### src/rtl/alu_arb_pkg.sv
// rtl/alu_arb_pkg.sv - shared state encoding, ALU select codes and defaults for alu_arbiter
package alu_arb_pkg;

  localparam int ALU_ARB_WIDTH   = 32;
  localparam int ALU_ARB_NUM_REQ = 2;

  typedef enum logic [1:0] {
    ARB_IDLE = 2'd0,
    ARB_EXEC = 2'd1,
    ARB_RESP = 2'd2
  } arb_state_e;

  // Codes 1011..1110 are compare-and-branch ops whose useful output is the branch flag
  localparam logic [3:0] ALU_ADD   = 4'b0000;
  localparam logic [3:0] ALU_SUB   = 4'b0001;
  localparam logic [3:0] ALU_AND   = 4'b0010;
  localparam logic [3:0] ALU_OR    = 4'b0011;
  localparam logic [3:0] ALU_XOR   = 4'b0100;
  localparam logic [3:0] ALU_SLL   = 4'b0101;
  localparam logic [3:0] ALU_SRL   = 4'b0110;
  localparam logic [3:0] ALU_SRA   = 4'b0111;
  localparam logic [3:0] ALU_SLT   = 4'b1000;
  localparam logic [3:0] ALU_SLTU  = 4'b1001;
  localparam logic [3:0] ALU_PASSB = 4'b1010;
  localparam logic [3:0] ALU_BLT   = 4'b1011;
  localparam logic [3:0] ALU_BGE   = 4'b1100;
  localparam logic [3:0] ALU_BLTU  = 4'b1101;
  localparam logic [3:0] ALU_BGEU  = 4'b1110;
  localparam logic [3:0] ALU_NOP   = 4'b1111;

endpackage

### src/rtl/alu_arbiter_if.sv
// rtl/alu_arbiter_if.sv - requester, response and ALU-port bundle for alu_arbiter
interface alu_arbiter_if
  import alu_arb_pkg::*;
#(
  parameter int Width   = ALU_ARB_WIDTH,
  parameter int NUM_REQ = ALU_ARB_NUM_REQ
);

  logic [NUM_REQ-1:0]            Req_Valid;
  logic [NUM_REQ-1:0]            Req_Ready;
  logic [NUM_REQ-1:0][Width-1:0] Req_Data1;
  logic [NUM_REQ-1:0][Width-1:0] Req_Data2;
  logic [NUM_REQ-1:0][3:0]       Req_Sel;

  logic [NUM_REQ-1:0]            Rsp_Valid;
  logic [NUM_REQ-1:0]            Rsp_Ready;
  logic [Width-1:0]              Rsp_Result;
  logic                          Rsp_Zero;
  logic                          Rsp_BFlag;

  logic [Width-1:0]              ALU_Data1;
  logic [Width-1:0]              ALU_Data2;
  logic [3:0]                    ALU_Select;
  logic [Width-1:0]              ALU_Out;
  logic                          ALU_Zero;
  logic                          ALU_BFlag;

  // master: requesters plus the external ALU; slave: the arbiter
  modport master (
    output Req_Valid, Req_Data1, Req_Data2, Req_Sel, Rsp_Ready,
    output ALU_Out, ALU_Zero, ALU_BFlag,
    input  Req_Ready, Rsp_Valid, Rsp_Result, Rsp_Zero, Rsp_BFlag,
    input  ALU_Data1, ALU_Data2, ALU_Select
  );

  modport slave (
    input  Req_Valid, Req_Data1, Req_Data2, Req_Sel, Rsp_Ready,
    input  ALU_Out, ALU_Zero, ALU_BFlag,
    output Req_Ready, Rsp_Valid, Rsp_Result, Rsp_Zero, Rsp_BFlag,
    output ALU_Data1, ALU_Data2, ALU_Select
  );

endinterface

### src/rtl/alu_arbiter_rr_grant.sv
// rtl/alu_arbiter_rr_grant.sv - combinational one-hot grant; ALU_ARB_RR_EN selects rotating
// search from i_ptr, otherwise lowest index wins.
module rr_grant #(
  parameter int NUM_REQ = 2,
  parameter int PTR_W   = 1
) (
  input  logic [NUM_REQ-1:0] i_req,
  input  logic [PTR_W-1:0]   i_ptr,
  output logic [NUM_REQ-1:0] o_grant
);

  logic w_found;

`ifdef ALU_ARB_RR_EN
  always_comb begin
    o_grant = '0;
    w_found = 1'b0;
    for (int off = 0; off < NUM_REQ; off++) begin
      for (int i = 0; i < NUM_REQ; i++) begin
        if (!w_found && i_req[i] && (i == ((int'(i_ptr) + off) % NUM_REQ))) begin
          o_grant[i] = 1'b1;
          w_found    = 1'b1;
        end
      end
    end
  end
`else
  logic w_unused_ptr;
  assign w_unused_ptr = ^i_ptr;

  always_comb begin
    o_grant = '0;
    w_found = 1'b0;
    for (int i = 0; i < NUM_REQ; i++) begin
      if (!w_found && i_req[i]) begin
        o_grant[i] = 1'b1;
        w_found    = 1'b1;
      end
    end
  end
`endif

endmodule

### src/rtl/alu_arbiter.sv
// rtl/alu_arbiter.sv - shares one external single-cycle ALU among NUM_REQ requesters.
// ALU_ARB_RR_EN: round-robin grant; undefined: fixed priority (lowest index).
module alu_arbiter
  import alu_arb_pkg::*;
#(
  parameter int Width   = ALU_ARB_WIDTH,
  parameter int NUM_REQ = ALU_ARB_NUM_REQ
) (
  input  logic         CLK,
  input  logic         RST_N,
  alu_arbiter_if.slave bus
);

  localparam int PTR_W = (NUM_REQ > 1) ? $clog2(NUM_REQ) : 1;

  arb_state_e         r_state;
  logic [PTR_W-1:0]   r_ptr;
  logic [PTR_W-1:0]   r_owner;
  logic [NUM_REQ-1:0] r_rsp_valid;
  logic [Width-1:0]   r_alu_data1;
  logic [Width-1:0]   r_alu_data2;
  logic [3:0]         r_alu_select;
  logic [Width-1:0]   r_rsp_result;
  logic               r_rsp_zero;
  logic               r_rsp_bflag;

  logic [NUM_REQ-1:0] w_grant;
  logic [NUM_REQ-1:0] w_req_ready;
  logic [PTR_W-1:0]   w_gidx;
  logic [PTR_W-1:0]   w_ptr_next;

  rr_grant #(
    .NUM_REQ (NUM_REQ),
    .PTR_W   (PTR_W)
  ) u_grant (
    .i_req   (bus.Req_Valid),
    .i_ptr   (r_ptr),
    .o_grant (w_grant)
  );

  always_comb begin
    w_gidx = '0;
    for (int i = 0; i < NUM_REQ; i++) begin
      if (w_grant[i]) w_gidx = PTR_W'(i);
    end
  end

`ifdef ALU_ARB_RR_EN
  assign w_ptr_next = (int'(w_gidx) == NUM_REQ - 1) ? '0 : w_gidx + PTR_W'(1);
`else
  assign w_ptr_next = '0;
`endif

  // Gated by RST_N so no requester sees an accept while reset is held
  assign w_req_ready = ((r_state == ARB_IDLE) && RST_N) ? w_grant : '0;

  always_ff @(posedge CLK) begin
    if (!RST_N) begin
      r_state      <= ARB_IDLE;
      r_ptr        <= '0;
      r_owner      <= '0;
      r_rsp_valid  <= '0;
      r_alu_data1  <= '0;
      r_alu_data2  <= '0;
      r_alu_select <= ALU_NOP;
      r_rsp_result <= '0;
      r_rsp_zero   <= 1'b0;
      r_rsp_bflag  <= 1'b0;
    end else begin
      case (r_state)
        ARB_IDLE: begin
          if (|w_grant) begin
            r_alu_data1  <= bus.Req_Data1[w_gidx];
            r_alu_data2  <= bus.Req_Data2[w_gidx];
            r_alu_select <= bus.Req_Sel[w_gidx];
            r_owner      <= w_gidx;
            r_ptr        <= w_ptr_next;
            r_state      <= ARB_EXEC;
          end
        end
        ARB_EXEC: begin
          r_rsp_result <= bus.ALU_Out;
          r_rsp_zero   <= bus.ALU_Zero;
          r_rsp_bflag  <= bus.ALU_BFlag;
          r_rsp_valid  <= NUM_REQ'(1) << r_owner;
          r_state      <= ARB_RESP;
        end
        ARB_RESP: begin
          if (bus.Rsp_Ready[r_owner]) begin
            r_rsp_valid <= '0;
            r_state     <= ARB_IDLE;
          end
        end
        default: r_state <= ARB_IDLE;
      endcase
    end
  end

  assign bus.Req_Ready  = w_req_ready;
  assign bus.Rsp_Valid  = r_rsp_valid;
  assign bus.Rsp_Result = r_rsp_result;
  assign bus.Rsp_Zero   = r_rsp_zero;
  assign bus.Rsp_BFlag  = r_rsp_bflag;
  assign bus.ALU_Data1  = r_alu_data1;
  assign bus.ALU_Data2  = r_alu_data2;
  assign bus.ALU_Select = r_alu_select;

endmodule

### src/flat_wrapper.sv
// flat-port wrapper written by rule: the top's interface ports become plain ports
module alu_arbiter_flat import alu_arb_pkg::*;
#(
  parameter int Width   = ALU_ARB_WIDTH,
  parameter int NUM_REQ = ALU_ARB_NUM_REQ
)
  (CLK, RST_N, bus_Req_Valid, bus_Req_Data1, bus_Req_Data2, bus_Req_Sel, bus_Rsp_Ready, bus_ALU_Out, bus_ALU_Zero, bus_ALU_BFlag, bus_Req_Ready, bus_Rsp_Valid, bus_Rsp_Result, bus_Rsp_Zero, bus_Rsp_BFlag, bus_ALU_Data1, bus_ALU_Data2, bus_ALU_Select);
  alu_arbiter_if #(.Width(Width), .NUM_REQ(NUM_REQ)) bus_i ();
  input  logic CLK;
  input  logic RST_N;
  input wire logic [$bits(bus_i.Req_Valid)-1:0] bus_Req_Valid;
  input wire logic [$bits(bus_i.Req_Data1)-1:0] bus_Req_Data1;
  input wire logic [$bits(bus_i.Req_Data2)-1:0] bus_Req_Data2;
  input wire logic [$bits(bus_i.Req_Sel)-1:0] bus_Req_Sel;
  input wire logic [$bits(bus_i.Rsp_Ready)-1:0] bus_Rsp_Ready;
  input wire logic [$bits(bus_i.ALU_Out)-1:0] bus_ALU_Out;
  input wire logic [$bits(bus_i.ALU_Zero)-1:0] bus_ALU_Zero;
  input wire logic [$bits(bus_i.ALU_BFlag)-1:0] bus_ALU_BFlag;
  output wire logic [$bits(bus_i.Req_Ready)-1:0] bus_Req_Ready;
  output wire logic [$bits(bus_i.Rsp_Valid)-1:0] bus_Rsp_Valid;
  output wire logic [$bits(bus_i.Rsp_Result)-1:0] bus_Rsp_Result;
  output wire logic [$bits(bus_i.Rsp_Zero)-1:0] bus_Rsp_Zero;
  output wire logic [$bits(bus_i.Rsp_BFlag)-1:0] bus_Rsp_BFlag;
  output wire logic [$bits(bus_i.ALU_Data1)-1:0] bus_ALU_Data1;
  output wire logic [$bits(bus_i.ALU_Data2)-1:0] bus_ALU_Data2;
  output wire logic [$bits(bus_i.ALU_Select)-1:0] bus_ALU_Select;
  assign bus_i.Req_Valid = bus_Req_Valid;
  assign bus_i.Req_Data1 = bus_Req_Data1;
  assign bus_i.Req_Data2 = bus_Req_Data2;
  assign bus_i.Req_Sel = bus_Req_Sel;
  assign bus_i.Rsp_Ready = bus_Rsp_Ready;
  assign bus_i.ALU_Out = bus_ALU_Out;
  assign bus_i.ALU_Zero = bus_ALU_Zero;
  assign bus_i.ALU_BFlag = bus_ALU_BFlag;
  assign bus_Req_Ready = bus_i.Req_Ready;
  assign bus_Rsp_Valid = bus_i.Rsp_Valid;
  assign bus_Rsp_Result = bus_i.Rsp_Result;
  assign bus_Rsp_Zero = bus_i.Rsp_Zero;
  assign bus_Rsp_BFlag = bus_i.Rsp_BFlag;
  assign bus_ALU_Data1 = bus_i.ALU_Data1;
  assign bus_ALU_Data2 = bus_i.ALU_Data2;
  assign bus_ALU_Select = bus_i.ALU_Select;
  alu_arbiter #(.Width(Width), .NUM_REQ(NUM_REQ)) u_core (.CLK(CLK), .RST_N(RST_N), .bus(bus_i));
endmodule
### config.mk
export PLATFORM = sky130hd
export DESIGN_NAME = alu_arbiter_flat
export DESIGN_NICKNAME = d
export VERILOG_FILES = /design/src/rtl/alu_arb_pkg.sv /design/src/rtl/alu_arbiter_if.sv /design/src/rtl/alu_arbiter_rr_grant.sv /design/src/rtl/alu_arbiter.sv /design/src/flat_wrapper.sv
export SDC_FILE = /design/constraint.sdc
export NUM_CORES = 1
export LEC_CHECK = 0
export BUFFER_PORTS_ARGS = -buffer_cell sky130_fd_sc_hd__buf_2
export CAP_MARGIN = 15
export CORE_AREA = 3 3 109 111
export CTS_CLUSTER_DIAMETER = 120
export DETAILED_ROUTE_END_ITERATION = 7
export DIE_AREA = 0 0 112 114
export HOLD_SLACK_MARGIN = 0.06
export PLACE_DENSITY = 0.75
export SYNTH_ARGS = -nofsm -noshare
export SYNTH_HDL_FRONTEND = slang
export SYNTH_SLANG_ARGS = --single-unit
### constraint.sdc
create_clock -name CLK -period 1.9 [get_ports CLK]
set_clock_uncertainty 0.1 [all_clocks]
set_input_delay 0.095 -clock CLK [delete_from_list [all_inputs] [get_ports CLK]]
set_output_delay 0.095 -clock CLK [all_outputs]
set_load 0.02 [all_outputs]
==> results.py <==
metrics = {
    "outcome": {
        "outcome": "finished, final reports clean",
    },
    "routing": {
        "wire_per_inst_um": 16.51,
        "num_vias": 5855,
        "drt_iter0_markers": 636,
        "via_per_inst": 5.181,
        "drc": 0,
        "first_pass_iters": 6,
        "drt-total-wl_mm": 18.66,
        "detail-route-antenna-nets": 0,
    },
    "synth": {
        "yosysSeqAreaShare_pct": 49.42,
        "ys_ff_latch": 107,
        "netlist.area_leader.share_pct": 49.42,
        "synthTopCellsByArea": "dfxtp_1, nand2_1, a32oi_1",
        "syn-cell-area_um2": 4334,
        "avgSynthCellArea_um2": 7.795,
        "synth_cells": 556,
        "syn_nets": 732,
        "synth.distinct_cells": 22,
        "yosys.area.top_type": "dfxtp_1",
        "yosys_warnings": 0,
    },
    "cts": {
        "cts_resized": 0,
        "worstSkewPairLatency_ns": 0.35,
        "ctsLongestPathBuffers": 2,
        "htreeDepth": 3,
        "clock-root-buffer": "clkbuf_8",
        "cts_tree": "done",
        "clk_pin_slew_worst_paths_ns": 0.11,
        "cts_setup_buffers": 0,
        "cts_inserted_buffers": 9,
        "clkSinkCount": 107,
    },
    "die": {
        "io_pins": 282,
        "row_count": 38,
        "core_area_um2": 10890,
        "die-height_um": 114,
        "dieWidth_um": 112,
        "start_util_pct": 39.81,
        "die-area_um2": 12770,
    },
    "grt": {
        "track_usage_pct": 28.28,
        "first_global_vias": 6008,
        "grt_pass1_wl_mm": 29.55,
        "grt_overflow": 0,
        "antenna_found_initial": 0,
        "grt_max_degree": 68,
    },
    "layout": {
        "final_cells": 1130,
        "final_cell_mix": "buf_2, nand2_1, dlygate4sd3_1, dfxtp_1, a32oi_1",
        "final_common_cell": "buf_2",
        "drive_above_1_share_pct": 31.92,
        "diodes": 0,
        "syn_to_final_growth_pct": 80.43,
        "nets": 1161,
    },
    "setup_path": {
        "arrival_ns": 2.00,
        "cp-start-kind": "flop",
        "end_kind": "flop",
        "cp_max_fo": 7,
        "ff2ff_setup_slack_ns": 0.10,
        "path_class": "reg2reg",
        "rr_endpoint": "u_core.r_owner",
        "reg2reg_depth": 6,
        "crit_required_ns": 2.10,
        "rr_startpoint": "u_core.r_state[1]",
    },
    "placement": {
        "post-dp-hpwl_mm": 10.18,
        "port_buffers": 281,
        "dp.cells": 941,
        "gp_congestion": 0.8093,
    },
    "sta": {
        "fmax_ghz": 0.5557,
        "worst_pin_slew_ns": 0.7433,
        "slew_viol_final": 0,
        "holdWs_ns": 0.08724,
        "finalCritPeriodShare_pct": 94.72,
        "setup_viol": 0,
        "min_period_ns": 1.800,
        "hold_violations": 0,
        "setup_tns_ns": 0,
        "relSlewSlack_pct": 50.45,
        "rsz0062_at_grt": "false",
    },
    "hold_path": {
        "hold_class": "in2reg",
        "worstHoldPathCells": 4,
        "hold_end": "u_core.bus.Rsp_Valid[0]",
        "min_from": "bus_Rsp_Ready[1]",
    },
    "power_and_ir_drop": {
        "p_leak_nw": 3.707,
        "vdd_drop_max_mv": 0.4789,
        "powerDensity_nw_per_um2": 778.6,
    },
    "flow_run": {
        "cap_violations": 0,
    },
}
cell type report:
cell class / count / area (um2)
flip-flops and latches: 107 / 2142
repair buffers: 468 / 3306
clock inverters: 7 / 107.6
inverters: 2 / 7.507
multi-input cells: 397 / 1958
clock buffers: 9 / 123.9
fillers: 769 / 3068
well taps: 140 / 175.2
registers in the layout (all words and copies together) (netlist names):
register               count
u_core.bus.ALU_Data1      32
u_core.bus.ALU_Data2      32
u_core.bus.Rsp_Result     32
u_core.bus.ALU_Select      4
u_core.bus.Rsp_Valid       2
u_core.r_state             2
u_core.bus.Rsp_BFlag       1
u_core.bus.Rsp_Zero        1
u_core.r_owner             1
synthesized netlist by cell type:
master	instances
a211oi_1	1
a21oi_1	37
a221o_1	3
a221oi_1	1
a32oi_1	65
and3_1	1
buf_2	4
buf_6	7
clkbuf_1	39
dfxtp_1	107
inv_1	2
mux2i_1	1
nand2_1	268
nand2b_1	2
nand3b_1	1
nor2_1	4
nor2b_1	2
nor3_2	1
o21ai_0	7
o221ai_1	1
or2_1	1
or3b_1	1
worst max path at each step:
stage | startpoint | end | slack (ns) | cells past startpoint
floorplan | u_core.r_state[1] | u_core.bus.ALU_Data1[10] | 0.30 | 6
global placement | u_core.r_state[1] | u_core.bus.ALU_Select[3] | 0.26 | 5
detailed placement | u_core.r_state[1] | u_core.bus.ALU_Select[3] | 0.25 | 5
CTS | u_core.r_state[1] | u_core.r_owner | 0.15 | 6
global route | u_core.r_state[1] | u_core.r_owner | 0.02 | 6
finish | u_core.r_state[1] | u_core.r_owner | 0.10 | 6
logic make-up after synthesis:
kind of cell	count (synthesis)	share of synthesized area (%)
simple gates	281	25.03
compound gates	115	19.49
buf+inv	52	5.832
mux	1	0.2310
flops	107	49.42
worst max-delay path, cell delays in order, from the launching register on:
cell and delay (ns):
dfxtp_1 0.32, buf_4 0.16, nor2_1 0.14, buf_4 0.16, a21oi_1 0.06, a211oi_1 0.22
dlygate4sd3_1 0.59
routing by layer:
metal | track usage (%) | up-vias | share of wire (%)
met3 | 7.268 | 74 | 8.9
li1 | - | 2747 | -
met1 | 30.93 | 2651 | 37
met2 | 49.96 | 383 | 49
met4 | 15.95 | 0 | 5.1
met5 | 0 | - | 0
stage by stage:
step	power [mW]	setup WS [ns]	instance area (um2)	utilization [%]
finish	6.089	0.1004	7820	71.82
global route	6.348	0.01562	7820	71.82
CTS	6.068	0.1495	7820	71.82
detailed placement	4.176	0.2537	5857	53.79
global placement	4.160	0.2594	5857	53.79
floorplan	3.550	0.2955	4334	-
report_power, final:
part / internal [mW] / total (mW) / switching, mW
logic: 0.781 / 1.79 / 1.01
clock network: 0.770 / 1.63 / 0.861
registers: 2.52 / 2.67 / 0.148
repair_timing:
item	4_1_cts	5_1_grt
hold buffers	173	0
setup endpoints to repair	0	0
hold endpoints to repair	105	0
No activity file was read; power rests on OpenSTA's default activity.
